--- src/rtl/cla_pkg.sv ---
// Shared constants and the stage 1 payload layout for the pipelined CLA adder.
// The payload is sized for the widest legal adder; narrower builds zero the
// lanes above WIDTH (or above WIDTH/GROUP for the group fields).
package cla_pkg;

  localparam int CLA_GROUP_DEF = 4;   // default bits per lookahead group
  localparam int CLA_MAX_W     = 64;  // widest supported operand
  localparam int CLA_MAX_NG    = 64;  // most groups possible (GROUP = 1)

  // Stage 1 register contents: per-bit propagate/generate, per-group P/G,
  // and the carry-in (1 for subtraction).
  typedef struct packed {
    logic [CLA_MAX_W-1:0]  p;
    logic [CLA_MAX_W-1:0]  g;
    logic [CLA_MAX_NG-1:0] gp;
    logic [CLA_MAX_NG-1:0] gg;
    logic                  cin;
  } s1_pay_t;

endpackage

--- src/rtl/cla_group.sv ---
// One lookahead group: group propagate/generate and the carry into each bit.
// Ports: p, g (per-bit propagate/generate), ci (group carry-in),
//        gp, gg (group propagate/generate), c (carry into each bit, c[0] = ci).
module cla_group #(
  parameter int GROUP = 4
) (
  input  logic [GROUP-1:0] p,
  input  logic [GROUP-1:0] g,
  input  logic             ci,
  output logic             gp,
  output logic             gg,
  output logic [GROUP-1:0] c
);

  always_comb begin
    c    = '0;
    c[0] = ci;
    for (int j = 1; j < GROUP; j++) begin
      c[j] = g[j-1] | (p[j-1] & c[j-1]);
    end
  end

  always_comb begin
    gp = 1'b1;
    gg = 1'b0;
    for (int j = 0; j < GROUP; j++) begin
      gp = gp & p[j];
      gg = g[j] | (p[j] & gg);
    end
  end

endmodule

--- src/rtl/cla_pipe_adder.sv ---
// Two-stage pipelined carry-lookahead adder/subtractor with valid/ready flow.
// Ports: clk, rst (sync, active-high), in_valid/in_ready/a/b/sub (operand beat),
//        out_valid/out_ready/sum/cout (result beat), ovf (signed overflow,
//        present only when CLA_PIPE_OVF_EN is defined). Latency 2, 1 beat/cycle.
module cla_pipe_adder
  import cla_pkg::*;
#(
  parameter int WIDTH = 32,
  parameter int GROUP = CLA_GROUP_DEF
) (
  input  logic             clk,
  input  logic             rst,
  input  logic             in_valid,
  output logic             in_ready,
  input  logic [WIDTH-1:0] a,
  input  logic [WIDTH-1:0] b,
  input  logic             sub,
  output logic             out_valid,
  input  logic             out_ready,
  output logic [WIDTH-1:0] sum,
`ifdef CLA_PIPE_OVF_EN
  output logic             ovf,
`endif
  output logic             cout
);

  localparam int NG = WIDTH / GROUP;

  // ---------------- ready chain ----------------
  logic s1_v, s2_v;
  logic s1_adv, s2_adv;

  assign s2_adv    = !s2_v || out_ready;
  assign s1_adv    = !s1_v || s2_adv;
  // Held high through reset: anything offered then is simply dropped.
  assign in_ready  = rst || s1_adv;
  assign out_valid = s2_v;

  // ---------------- stage 1: per-bit and per-group P/G ----------------
  logic [WIDTH-1:0] b_eff, p1, g1;
  logic [NG-1:0]    gp1, gg1;
  s1_pay_t          pay_d, s1_q;

  assign b_eff = b ^ {WIDTH{sub}};
  assign p1    = a ^ b_eff;
  assign g1    = a & b_eff;

  always_comb begin
    gp1 = '1;
    gg1 = '0;
    for (int k = 0; k < NG; k++) begin
      for (int j = 0; j < GROUP; j++) begin
        gp1[k] = gp1[k] & p1[k*GROUP+j];
        gg1[k] = g1[k*GROUP+j] | (p1[k*GROUP+j] & gg1[k]);
      end
    end
  end

  always_comb begin
    pay_d              = '0;
    pay_d.p[WIDTH-1:0] = p1;
    pay_d.g[WIDTH-1:0] = g1;
    pay_d.gp[NG-1:0]   = gp1;
    pay_d.gg[NG-1:0]   = gg1;
    pay_d.cin          = sub;
  end

  always_ff @(posedge clk) begin
    if (rst) begin
      s1_v <= 1'b0;
      s1_q <= '0;
    end else if (s1_adv) begin
      // A bubble in stage 1 is overwritten even while stage 2 is stalled.
      s1_v <= in_valid;
      s1_q <= pay_d;
    end
  end

  // ---------------- stage 2: carries and sum ----------------
  logic [WIDTH-1:0] p2, g2, c2, sum_d;
  logic [NG-1:0]    gp2, gg2, grp_gp, grp_gg;
  logic [NG:0]      gc;
  logic             cout_d;

  assign p2  = s1_q.p[WIDTH-1:0];
  assign g2  = s1_q.g[WIDTH-1:0];
  assign gp2 = s1_q.gp[NG-1:0];
  assign gg2 = s1_q.gg[NG-1:0];

  // Group-level carry lookahead; synthesis flattens this recurrence into
  // the two-level form c[k+1] = G[k] | P[k]G[k-1] | ... | P[k]..P[0]cin.
  always_comb begin
    gc    = '0;
    gc[0] = s1_q.cin;
    for (int k = 0; k < NG; k++) begin
      gc[k+1] = gg2[k] | (gp2[k] & gc[k]);
    end
  end

  for (genvar k = 0; k < NG; k++) begin : g_grp
    cla_group #(.GROUP(GROUP)) u_grp (
      .p  (p2[k*GROUP +: GROUP]),
      .g  (g2[k*GROUP +: GROUP]),
      .ci (gc[k]),
      .gp (grp_gp[k]),
      .gg (grp_gg[k]),
      .c  (c2[k*GROUP +: GROUP])
    );
  end

  assign sum_d  = p2 ^ c2;
  assign cout_d = gc[NG];

  // Group P/G are taken from stage 1 registers, so the instances' own group
  // outputs and the zeroed payload lanes above WIDTH are deliberately idle.
  logic unused_bits;
  assign unused_bits = ^{s1_q, grp_gp, grp_gg};

  always_ff @(posedge clk) begin
    if (rst) begin
      s2_v <= 1'b0;
      sum  <= '0;
      cout <= 1'b0;
`ifdef CLA_PIPE_OVF_EN
      ovf  <= 1'b0;
`endif
    end else if (s2_adv) begin
      s2_v <= s1_v;
      // Result registers only move on a real beat, so they hold under stall.
      if (s1_v) begin
        sum  <= sum_d;
        cout <= cout_d;
`ifdef CLA_PIPE_OVF_EN
        ovf  <= c2[WIDTH-1] ^ cout_d;
`endif
      end
    end
  end

endmodule

--- config.mk ---
export PLATFORM = sky130hd
export DESIGN_NAME = cla_pipe_adder
export DESIGN_NICKNAME = d
export VERILOG_FILES = /design/src/rtl/cla_pkg.sv /design/src/rtl/cla_group.sv /design/src/rtl/cla_pipe_adder.sv
export SDC_FILE = /design/constraint.sdc
export NUM_CORES = 1
export LEC_CHECK = 0
export ABC_AREA = 1
export CAP_MARGIN = 25
export CORE_ASPECT_RATIO = 0.75
export CORE_MARGIN = 2
export CORE_UTILIZATION = 45
export CTS_CLUSTER_DIAMETER = 120
export DETAILED_ROUTE_END_ITERATION = 8
export PLACE_DENSITY = 0.71
export SLEW_MARGIN = 30
export SYNTH_ARGS = -nofsm -noshare
export SYNTH_HDL_FRONTEND = slang
export SYNTH_SLANG_ARGS = --single-unit
--- constraint.sdc ---
create_clock -name clk -period 3.25 [get_ports clk]
set_input_delay 0.65 -clock clk [delete_from_list [all_inputs] [get_ports clk]]
set_output_delay 0.65 -clock clk [all_outputs]
set_load 0.05 [all_outputs]
== After elaboration in Yosys (flattened, before gate mapping) ==
Cells that the tools add are included.
Word-level totals
  bits in registers: 115
  latch bits: 0
  bits in writable memories: 0
  bits in read-only memories: 0
  output and inout bits: 35
  logic and storage cells: 155
  memories kept: 0
Operators by class
  add/subtract/negate cells: 0
  multipliers: 0
  div/mod/pow operators: 0
  order comparisons: 0
  equal/unequal tests: 0
  shift-type cells: 0
  muxes and demuxes: 0
  bitwise logic cells: 140
  reduce and logical (&&, ||, !) cells: 6
Operators with widths (number)
  32-bit bitwise XOR: 3
  1-bit AND: 80
  1-bit OR: 56
  32-bit AND: 1
  1-bit logical OR: 3
  1-bit zero test: 2
  2-bit AND reduction: 1

== Logic depth before layout (Yosys ltp) ==
  word-level depth: 21
  depth in mapped cells: 22

== Cells and area by module ==
Synthesis repeated with hierarchy kept, for this count alone.
Second synthesis, totals
  cells, all modules: 762
  area total of the unflattened synthesis: 5791.8 µm²
Modules (own cells, without submodules)
  cla_pipe_adder: times used 1, cells each 610, area an instance 5121.2 µm²
  cla_group: times used 8, cells each 19, area an instance 83.8 µm²

== Worst setup path after synthesis ==
Ideal clock, no wire load.
  kind: flip-flop to flip-flop
  start: register s1_q (netlist bit gc[0])
  end: register sum[31]
  arrival: 2.368 ns
  data required time: 3.118 ns
  setup slack: 0.750 ns
  stages on the path, launching flop included: 23
  buffers on the path: 0
  clock period less this slack: 2.500 ns
  cell sequence: dfxtp_1 nand2_1 nand2_2 nand2_2 nand2_2 nand2_2 nand2_2 nand2_2 nand2_2 nand2_2 nand2_2 nand2_2 nand2_2 nand2_2 nand2_2 ha_1 or2_2 ha_1 or2_2 ha_1 nor2_1 xor2_1 a21oi_1
On the way
  word-level cells in the longest chain between the ends: 21
RTL lines
  start: declaration: RTL line cla_pipe_adder.sv:42  | s1_pay_t pay_d, s1_q;
  start signal: assignment: RTL line cla_pipe_adder.sv:75  | s1_q <= pay_d;
  1-bit AND: RTL line cla_pipe_adder.sv:96  | gc[k+1] = gg2[k] | (gp2[k] & gc[k]);
  1-bit OR: RTL line cla_pipe_adder.sv:96
  1-bit AND: RTL line cla_pipe_adder.sv:96
  1-bit OR: RTL line cla_pipe_adder.sv:96
  1-bit AND: RTL line cla_pipe_adder.sv:96
  1-bit OR: RTL line cla_pipe_adder.sv:96
  1-bit AND: RTL line cla_pipe_adder.sv:96
  1-bit OR: RTL line cla_pipe_adder.sv:96
  (+5 left out)
  1-bit OR: RTL line cla_pipe_adder.sv:96
  1-bit AND: RTL line cla_group.sv:19  | c[j] = g[j-1] | (p[j-1] & c[j-1]);
  1-bit OR: RTL line cla_group.sv:19
  1-bit AND: RTL line cla_group.sv:19
  1-bit OR: RTL line cla_group.sv:19
  1-bit AND: RTL line cla_group.sv:19
  1-bit OR: RTL line cla_group.sv:19
  32-bit bitwise XOR: RTL line cla_pipe_adder.sv:111  | assign sum_d = p2 ^ c2;
  end signal: assignment: RTL line cla_pipe_adder.sv:131  | sum <= sum_d;
  end: declaration: RTL line cla_pipe_adder.sv:20  | output logic [WIDTH-1:0] sum,
Every way passes these cells.
A chain may end at the register's enable or synchronous reset.

== Worst setup path after layout ==
Same ends and word-level chain as after synthesis.

==> out/results.ini <==
[timing]
skew_ps = 4.38
tightest_slew_ps = 896
rsz0062_at_grt = no
maxSlewHeadroom_pct = 40.1
slew_violations = 0
max_freq_ghz = 0.362
tns_ps = 0
finalSetupViolCount = 0
fin_ws_ps = 487
final_hold_viol_count = 0
period_minus_slack_ps = 2760
min_period_over_period_pct = 85.0

[synthesis]
postSynthAreaPerCell_um2 = 8.06
synth_cell_types = 20
synthCells = 642
ys_ff_latch = 108
syn_nets = 767
synth_area_mm2 = 0.00518
ys_warn_count = 0
yosysSeqAreaShare_pct = 41.8

[worst_setup_path]
startpoint = gc[0]
r2r-start = gc[0]
r2r_end = sum[31]
cp_max_fo = 3
start_kind = register
crit_path_end_kind = register
path_class = register to register
arrival_ps = 2960
r2r_cells = 22
cp.required_ps = 3440
r2r_slack_ps = 490

[grt]
grt_start_max_net_pins = 84
grt_overflow = 0
grt_pass1_wl_um = 19800
grt_pass1_vias = 4309
grt_usage_pct = 19.5
antenna_found_initial = 0

[hold_path]
holdPathStages = 2
holdCritPathClass = register to register
holdPathEnd = cout
hp-start = gp2[7]

[routing]
drt-total-wl_um = 11700
drt-pass1-iter-count = 5
postRouteAntennaNets = 0
route.detailed.wl_per_inst_um = 13.4
wl_met2_um = 5150
wl_met3_um = 742
drt_iter0_drc = 327
top_layer = met4
drcViolationCount = 0
drt-met1-wl_um = 5670
num_vias = 4394
post_drt_via_cell_ratio = 5.06

[cts]
cts_tree = built
cts_setup_buffers = 0
clock_latency_ps = 340
clk_pin_slew_ps = 70
cts_resized = 0
ctsLongestPathBuffers = 2
cts_made_buffers = 9
ctsRootBufferMaster = clkbuf_16
clock_sinks = 108
holdBufCountCts = 0
h-tree-depth = 3

[layout]
diodes = 0
multiInputGateArea_mm2 = 0.00273
fin_util_pct = 59.7
fin_nets = 849
area_growth_pct = 27.7
design_area_mm2 = 0.00661
layout-drive-gt1-share_pct = 8.37
fillers = 961
seq_area_mm2 = 0.00216

[place]
hpwlAfterDp_um = 7980
place.gp.congestion = 0.799
dp_slack_ps = 434
port_buffers = 103
placed_area_mm2 = 0.00630

[floorplan]
core_area_mm2 = 0.0111
die_area_mm2 = 0.0124
row_count = 33
fp.dieH_um = 96.9
die_width_um = 128
start_util_pct = 46.8
io_pins = 104

[power_and_ir_drop]
p_leak_nw = 3.02
p_per_area_mw_per_mm2 = 504
vdd_drop_max_mv = 0.241
total_power_mw = 3.33

[job]
drv_cap = 0

[outcome]
status = finished, final reports clean

## routing by layer
layer / vias up / global-route usage (%)
met5: - / 0
met4: 0 / 4.23
met3: 12 / 4.81
met2: 116 / 31.2
met1: 2008 / 26.8
li1: 2258 / -
## critical path: stages (launching register included)
cell and delay (ps):
dfxtp_1 330, nand2_1 80, nand2_2 70, nand2_2 60, nand2_2 60, nand2_2 60, nand2_2 60, nand2_2 70
nand2_2 60, nand2_2 50, nand2_2 60, nand2_2 60, nand2_2 60, nand2_2 60, nand2_2 60, ha_1 160
or2_2 270, ha_1 170, or2_2 280, ha_1 190, nor2_1 110, xor2_1 150, a21oi_1 80
## worst max-delay path by stage
stage,to,slack [ps],cells past startpoint
finish,sum[31],490,22
global route,sum[31],240,22
CTS,sum[31],450,22
detailed placement,cout,430,6
global placement,gp2[6],470,9
floorplan,sum[31],750,22
## state kept, by name, indices dropped and copies added, names as in the netlist
signal	cells
sum	32
gp2	8
p2	32
g2	24
out_valid	1
s1_v	1
cout	1
gc	1
gg2	8
## kinds of logic after synthesis
family | Yosys count | share of synthesized area, %
buf+inv | 74 | 5.80
simple gates | 209 | 17.0
flops | 108 | 41.8
fa+ha+maj | 56 | 13.5
compound gates | 155 | 15.1
xor+xnor | 40 | 6.77
## through the flow
stage	hold WS, ps	cells
after floorplan	444	642
after global placement	454	853
after detailed placement	454	853
after CTS	462	869
after global routing	495	869
final	464	869
## final cells by class
class | count | share of cell area [%]
Tap cell | 140 | 2.65
Timing Repair Buffer | 108 | 16.4
Sequential cell | 108 | 32.7
Inverter | 37 | 2.35
Clock buffer | 12 | 3.88
Clock inverter | 4 | 0.719
Multi-Input combinational cell | 460 | 41.3
## power by group
| part | internal (mW) | switching, mW | total, mW |
|---|---|---|---|
| sequential | 1.44 | 0.0597 | 1.50 |
| clock | 0.637 | 0.471 | 1.11 |
| combinational | 0.310 | 0.413 | 0.722 |
| total | 2.39 | 0.943 | 3.33 |
## synth_stat cells
cell,number,area share (%)
a21oi_1,56,5.4
a21oi_2,1,0.17
a31oi_1,1,0.12
buf_1,1,0.072
buf_2,7,0.68
bufinv_8,1,0.34
clkbuf_1,29,2.1
dfxtp_1,108,42
ha_1,56,14
inv_1,32,2.3
inv_2,4,0.29
nand2_1,45,3.3
nand2_2,14,1.7
nand4_1,8,0.97
nor2_1,125,9.1
nor2_2,1,0.12
o21ai_0,93,9.0
o21ai_1,4,0.39
or2_2,16,1.9
xor2_1,40,6.8
## placed cells by master, fill, tap and decap left out, drive strengths merged
cell type	netlist	final
o21ai	97	97
bufinv	1	2
ha	56	56
clkdlybuf4s50	0	101
buf	8	7
inv	36	36
xor2	40	40
a31oi	1	1
a21oi	57	57
clkinv	0	2
clkbuf	29	12
clkinvlp	0	1
nor2	126	126
nand4	8	8
nand2	59	59
or2	16	16
dfxtp	108	108
Power figures use the tool's default switching activity.
